[src/rtl/instr_fetch.sv]
// Instruction fetch stage: owns the PC, keeps one instruction-memory read in
// flight and hands fetched words (with their PC) to decode, honouring stall and branch flush.
module instr_fetch #(
  parameter logic [31:0] RESET_PC = 32'h0000_0000
) (
  input  logic        clk,
  input  logic        rst_n,
  output logic        imem_req,
  output logic [31:0] imem_addr,
  input  logic        imem_rvalid,
  input  logic [31:0] imem_rdata,
  input  logic        stall,
  input  logic        branch_taken,
  input  logic [31:0] branch_target,
  output logic        if_valid,
  output logic [31:0] if_instr,
  output logic [31:0] if_pc,
  output logic [5:0]  if_opcode
);

  typedef enum logic [1:0] {
    S_IDLE,
    S_FETCH,
    S_WAIT,
    S_HOLD
  } state_e;

  state_e      state_q, state_d;
  logic [31:0] pc_q, pc_d;
  logic        kill_q, kill_d;
  logic [31:0] buf_q, buf_d;
  logic        valid_q, valid_d;
  logic [31:0] instr_q, instr_d;
  logic [31:0] ifpc_q, ifpc_d;

  logic [31:0] redirect_pc;
  logic [31:0] pc_inc;
  logic        slot_free;

  assign redirect_pc = branch_target & ~32'h0000_0003;
  assign pc_inc      = pc_q + 32'd4;
  assign slot_free   = !valid_q || !stall;

  always_ff @(posedge clk or negedge rst_n) begin
    if (!rst_n) begin
      state_q <= S_IDLE;
      pc_q    <= RESET_PC;
      kill_q  <= 1'b0;
      buf_q   <= 32'h0;
      valid_q <= 1'b0;
      instr_q <= 32'h0;
      ifpc_q  <= 32'h0;
    end else begin
      state_q <= state_d;
      pc_q    <= pc_d;
      kill_q  <= kill_d;
      buf_q   <= buf_d;
      valid_q <= valid_d;
      instr_q <= instr_d;
      ifpc_q  <= ifpc_d;
    end
  end

  always_comb begin
    state_d = state_q;
    pc_d    = pc_q;
    kill_d  = kill_q;
    buf_d   = buf_q;
    valid_d = valid_q;
    instr_d = instr_q;
    ifpc_d  = ifpc_q;

    // Decode takes the current word on any unstalled edge; a load below re-raises valid.
    if (valid_q && !stall) begin
      valid_d = 1'b0;
    end

    case (state_q)
      S_IDLE: begin
        state_d = S_FETCH;
        if (branch_taken) begin
          pc_d = redirect_pc;
        end
      end

      S_FETCH: begin
        state_d = S_WAIT;
        // The request issued this cycle still targets the old path, so its data must be dropped.
        if (branch_taken) begin
          pc_d   = redirect_pc;
          kill_d = 1'b1;
        end
      end

      S_WAIT: begin
        if (!imem_rvalid) begin
          if (branch_taken) begin
            pc_d   = redirect_pc;
            kill_d = 1'b1;
          end
        end else if (kill_q || branch_taken) begin
          kill_d  = 1'b0;
          state_d = S_FETCH;
          if (branch_taken) begin
            pc_d = redirect_pc;
          end
        end else if (slot_free) begin
          instr_d = imem_rdata;
          ifpc_d  = pc_q;
          valid_d = 1'b1;
          pc_d    = pc_inc;
          state_d = S_FETCH;
        end else begin
          buf_d   = imem_rdata;
          state_d = S_HOLD;
        end
      end

      S_HOLD: begin
        if (branch_taken) begin
          pc_d    = redirect_pc;
          state_d = S_FETCH;
        end else if (!stall) begin
          instr_d = buf_q;
          ifpc_d  = pc_q;
          valid_d = 1'b1;
          pc_d    = pc_inc;
          state_d = S_FETCH;
        end
      end

      default: begin
        state_d = S_IDLE;
      end
    endcase

    // A flush wins over stall and over any word loaded on the same edge.
    if (branch_taken) begin
      valid_d = 1'b0;
    end
  end

  assign imem_req  = (state_q == S_FETCH);
  assign imem_addr = pc_q;
  assign if_valid  = valid_q;
  assign if_instr  = instr_q;
  assign if_pc     = ifpc_q;
  assign if_opcode = instr_q[31:26];

endmodule

[config.mk]
export PLATFORM = sky130hd
export DESIGN_NAME = instr_fetch
export DESIGN_NICKNAME = d
export VERILOG_FILES = /design/src/rtl/instr_fetch.sv
export SDC_FILE = /design/constraint.sdc
export NUM_CORES = 1
export LEC_CHECK = 0
export ABC_AREA = 1
export CAP_MARGIN = 20
export CORE_MARGIN = 2
export CORE_UTILIZATION = 25
export CTS_CLUSTER_SIZE = 24
export DETAILED_ROUTE_END_ITERATION = 16
export GPL_TIMING_DRIVEN = 0
export PLACE_DENSITY = 0.44
export SETUP_SLACK_MARGIN = 0.02
export SKIP_CTS_REPAIR_TIMING = 1
export SLEW_MARGIN = 20
export SYNTH_ARGS = -nofsm -noshare
export SYNTH_HDL_FRONTEND = slang
export SYNTH_SLANG_ARGS = --single-unit
[constraint.sdc]
create_clock -name clk -period 1.97 [get_ports clk]
set_input_delay 0.197 -clock clk [delete_from_list [all_inputs] [get_ports clk]]
set_output_delay 0.197 -clock clk [all_outputs]
set_load 0.005 [all_outputs]
* After elaboration in Yosys (flattened, before gate mapping)
Index checks and enable logic that the tools add are counted.
** Word-level totals
- Word-level logic and storage cells :: 71
- Output and inout port bits :: 104
- Bits in registers :: 132
** Cells by class
- Eq/ne operators :: 11
- Reductions and logical operators :: 14
- Bitwise gates (word level) :: 2
- Add/sub/neg operators :: 1
- Muxes and demuxes :: 36
** Operator list (number)
- 32-bit 2-to-1 mux :: 16
- 32-bit one-hot mux with 2 select lines :: 2
- 32-bit one-hot mux with 3 select lines :: 1
- 32-bit by 3-bit adder with 32-bit output, second input constant :: 1
- 2-bit 2-to-1 mux :: 5
- 2-bit != test, second input constant :: 5
- 1-bit 2-to-1 mux :: 9
- 2-bit one-hot mux with 4 select lines :: 1
- 3-bit != test, second input constant :: 2
- 2-bit AND reduction :: 3
- 6-bit AND reduction :: 1
- 2-bit equality test, second input constant :: 2
- 4-bit != test, second input constant :: 1
- 1-bit one-hot mux with 2 select lines :: 2
- 4-bit AND reduction :: 1
- 2-bit nonzero test :: 2
- 2-bit by 1-bit equality test with 1-bit output, second input constant :: 1
- 1-bit zero test :: 2
- 2-bit zero test :: 1
- 1-bit logical OR :: 2
- 1-bit inverter :: 2
- 2-bit OR reduction :: 1
- 1-bit logical AND :: 1

* Longest topological paths before layout
- Word-level depth :: 8
- Mapped depth :: 13

* Worst setup path before layout
OpenSTA, ideal clock, no wires.
- Path kind :: flip-flop to flip-flop
- Start :: register state_q[0]
- End :: register pc_q[6], in the netlist imem_addr[6]
- Cell stages (with the launch flop) :: 11
- Arrival :: 1.652 ns
- Clock period less this slack :: 1.782 ns
- Setup slack :: 0.188 ns
- Setup time :: 0.130 ns
- Cell sequence :: dfrtp_1 > inv_1 > ha_1 > inv_1 > nor2_1 > nand3_1 > nand2_2 > buf_2 > o21ai_0 > nand3_1 > o211ai_1
** Between the ends
- Cells in the longest elaborated chain, start to end :: 3
- Elaborated cells between the ends (all ways) :: 9
** RTL lines
- from (decl) :: line 28 : state_e state_q, state_d;
- from (signal assigned) :: line 54 : state_q <= state_d;
- 2-bit by 1-bit equality test with 1-bit output (tied with other cells) :: line 78 : case (state_q)
- 2-bit OR reduction (no source line) (tied with other cells)
- 32-bit one-hot mux with 3 select lines or 2-bit AND reduction (tied branches)
- to (signal assigned) :: line 55 : pc_q <= pc_d;
- to (decl) :: line 29 : logic [31:0] pc_q, pc_d;
Parallel ways exist; a longest one is shown, timed or not.
A chain may end at the register's enable or synchronous reset.

* Final worst setup path
- Start :: register state_q[1]
- End :: register buf_q[30]
** Between the ends
- Cells in the longest elaborated chain, start to end :: 2
** RTL lines
- 2-bit equality test :: line 78
- 4-bit AND reduction (no source line)
- to (signal assigned) :: line 57 : buf_q <= buf_d;
- to (decl) :: line 31 : logic [31:0] buf_q, buf_d;
No other way between the ends.

==> summary.md <==
| Metric | Value |
|---|---|
| Post-route cell area | `10100 um^2` |
| Setup violators final | `0` |
| Initial DRC count | `418` |
| Worst slew pin tran | `0.507 ns` |
| Max VDD drop | `0.000519 V` |
| Warnings, synthesis | `0` |
| Largest cells by area after synthesis | `dfrtp_1 (48%), nand2_1 (15%), nor2_1 (6.0%)` |
| Highest Signal Layer | `met4` |
| Worst R2R Start | `state_q[1]` |
| Min cycle time layout | `1.84 ns` |
| Post-synthesis xor/xnor area fraction | `0.385%` |
| Vias | `6517` |
| First-pass DRT Iterations | `4` |
| Critical path arrival | `2.15 ns` |
| CP peak stage delay | `0.40 ns` |
| Buf/Inv on CP | `3` |
| Post-layout util | `37.4%` |
| Worst Clk Skew | `0.0131 ns` |
| CTS tree | `built` |
| Register bit total from synthesis | `132` |
| Worst path slowest cell | `dfrtp_1` |
| Cell Area, Synth | `6830 um^2` |
| Critical Path, Cell by Cell | `buf_4 > ha_4 > inv_1 > nor2_4 > nand3_4 > buf_2 > mux2_2` |
| Largest family of logic cells by synthesized area | `simple AND/OR/NAND/NOR gates` |
| Max_cap viols | `0` |
| Met1 WL | `10600 um` |
| Crit path max-delay family | `buffers and inverters` |
| Syn Nets | `947` |
| Syn_area_per_cell | `7.82 um^2` |
| CP Launch Type | `register` |
| Core Region | `26900 um^2` |
| Global-route wire length before repair | `36900 um` |
| IO Port Bufs | `170` |
| IO Count | `173` |
| Clock buffer depth | `2` |
| Initial antenna violation count | `2` |
| Worst-Skew Late Latency | `0.44 ns` |
| Area Growth Syn to Fin | `47.3%` |
| Root buffer cell | `clkbuf_16` |
| DRT antenna net count | `0` |
| RSZ-0062 raised after global routing | `true` |
| Sequential fraction of the synthesis area | `48.4%` |
| Hold Vio Cnt, Final | `0` |
| H-tree levels | `4` |
| Top cell type's share of synthesized area | `48.4%` |
| Die Area | `28600 um^2` |
| Total track usage | `16.9%` |
| Minimum setup slack after placement | `-0.581 ns` |
| Post-synth top area cell | `dfrtp_1` |
| Via/cell ratio | `4.52` |
| Layout cells sized above 1 | `14.9%` |
| GPL Wtd Cong | `0.829` |
| Final WS setup | `0.130 ns` |
| Routed wire length | `24400 um` |
| Setup CP Type | `reg2reg` |
| Post-Synth Adder-Cell Area | `0.916%` |
| Chip Width | `169 um` |
| Critical Path End Type | `register` |
| Critical path required time | `2.28 ns` |
| Syn Inst Count | `873` |
| Status | `completed` |
| Met3 Wirelength | `1880 um` |
| Highest clock rate | `544 MHz` |
| Vias in the first global route | `6407` |
| Crit. Startpoint | `state_q[1]` |
| WL/cell | `16.9 um` |
| Post-place instance area | `8990 um^2` |
| Pins over their slew limit | `0` |
| Max FO, Critical Path | `10` |
| Mux cell area share after synthesis | `5.28%` |
| Post-DP HPWL | `17800 um` |
| Inserted Clock Buffers | `17` |
| Met2 Wirelength | `11600 um` |
| Period utilization | `93.4%` |
| Die Height | `169 um` |
| Max_slew headroom | `66.2%` |
| Power Dens Cells | `1380 nW/um^2` |
| Largest net degree at the start of global routing | `80` |
| Simple-gate share of the synthesized area | `25.0%` |
| Number of nets in the layout | `1159` |
| Sink Count | `132` |
| Hold WC Path Type | `in2async` |
| Synth cell types | `29` |
| Pleak | `4.51 nW` |
| Overflow left after global routing | `0` |
| Site Rows | `60` |
| Initial Util | `25.4%` |
| # DRC | `0` |
| Complex-gate fraction of the synthesized area | `12.4%` |
| Clock transition at the registers of the reported paths | `0.06 ns` |
-- worst paths after layout --
| path | slack, ns | to | cells past startpoint |
|---|---|---|---|
| hold reg to reg | 0.48 | if_pc[19] | 2 |
| setup reg to reg | 0.13 | buf_q[30] | 7 |
| setup / recovery | 0.13 | buf_q[30] | 7 |
| min in group clk | 0.31 | imem_addr[5] | 3 |
| max in group asynchronous | 0.89 | state_q[0] | 3 |
| hold / removal | 0.28 | if_pc[12] | 2 |
-- cell families (layout without fill, tap and decap cells) --
group	count (synthesis)	after routing
XOR/XNOR	3	3
adder cells (fa/ha/maj)	5	5
multiplexers	32	32
buffers and inverters	122	347
other	0	2
flip-flops	132	132
AND/OR/NAND/NOR	426	426
AO/OA/AOI/OAI	153	153
-- routing by layer --
layer	vias to the layer above	track usage (%)
met3	22	5.67
met5	-	0
met1	3055	21.0
met2	181	28.1
li1	3259	-
met4	0	4.79
-- power breakdown --
group | total, mW | switching, mW | internal [mW] | leakage [nW]
registers | 4.55 | 0.877 | 3.67 | 1.65
clock network | 3.32 | 1.41 | 1.91 | 0.292
logic | 6.00 | 2.86 | 3.14 | 2.57
-- Yosys cell counts, drive strengths merged --
cell	number
o21ai	76
a31oi	32
xor2	3
a21oi	28
clkbuf	19
o211ai	7
ha	5
nand3b	1
o221ai	1
nand3	37
a21boi	1
a22oi	5
buf	25
dfrtp	132
nand4	5
nor2	112
o2111ai	1
o22ai	1
nand2	269
mux2	32
nor3	2
o21a	1
inv	78
-- placed cells by master (no fill, tap or decap), types with 7 or more instances in the layout --
master,count
clkbuf_2,8
buf_4,26
clkbuf_16,19
nor2_1,99
mux2_2,32
o21ai_0,72
nand2_1,258
dfrtp_1,130
clkdlybuf4s50_1,168
nand3_1,36
nor2_4,7
buf_2,10
a21oi_1,27
inv_1,70
o211ai_1,7
a31oi_1,32
-- registers in the layout, summed over array words and instances (netlist names) --
name       flops
if_valid       1
if_instr      32
state_q        2
if_pc         32
imem_addr     32
buf_q         32
kill_q         1
-- per-stage QoR --
stage | total power, mW | std cells | TNS, ns | hold WS, ns
final | 13.9 | 1441 | 0 | 0.278
after global routing | 14.9 | 1439 | -0.000381 | 0.310
after CTS | 13.5 | 1417 | -36.88 | -0.308
after detailed placement | 10.1 | 1385 | -47.54 | 0.155
after global placement | 10.1 | 1384 | -742.93 | 0.470
after floorplan | 6.88 | 873 | 0 | -0.0986
-- layout make-up --
type | instances | area [um^2]
fillers | 2859 | 16800
plain buffers | 43 | 305
inverters | 78 | 312
multi-input cells | 619 | 3140
diodes | 2 | 5.00
well taps | 341 | 427
repair inverters | 1 | 5.00
flip-flops and latches | 132 | 3310
repair buffers | 193 | 1960
clock buffers | 18 | 429
clock inverters | 14 | 168
Power figures use the tool's default switching activity.
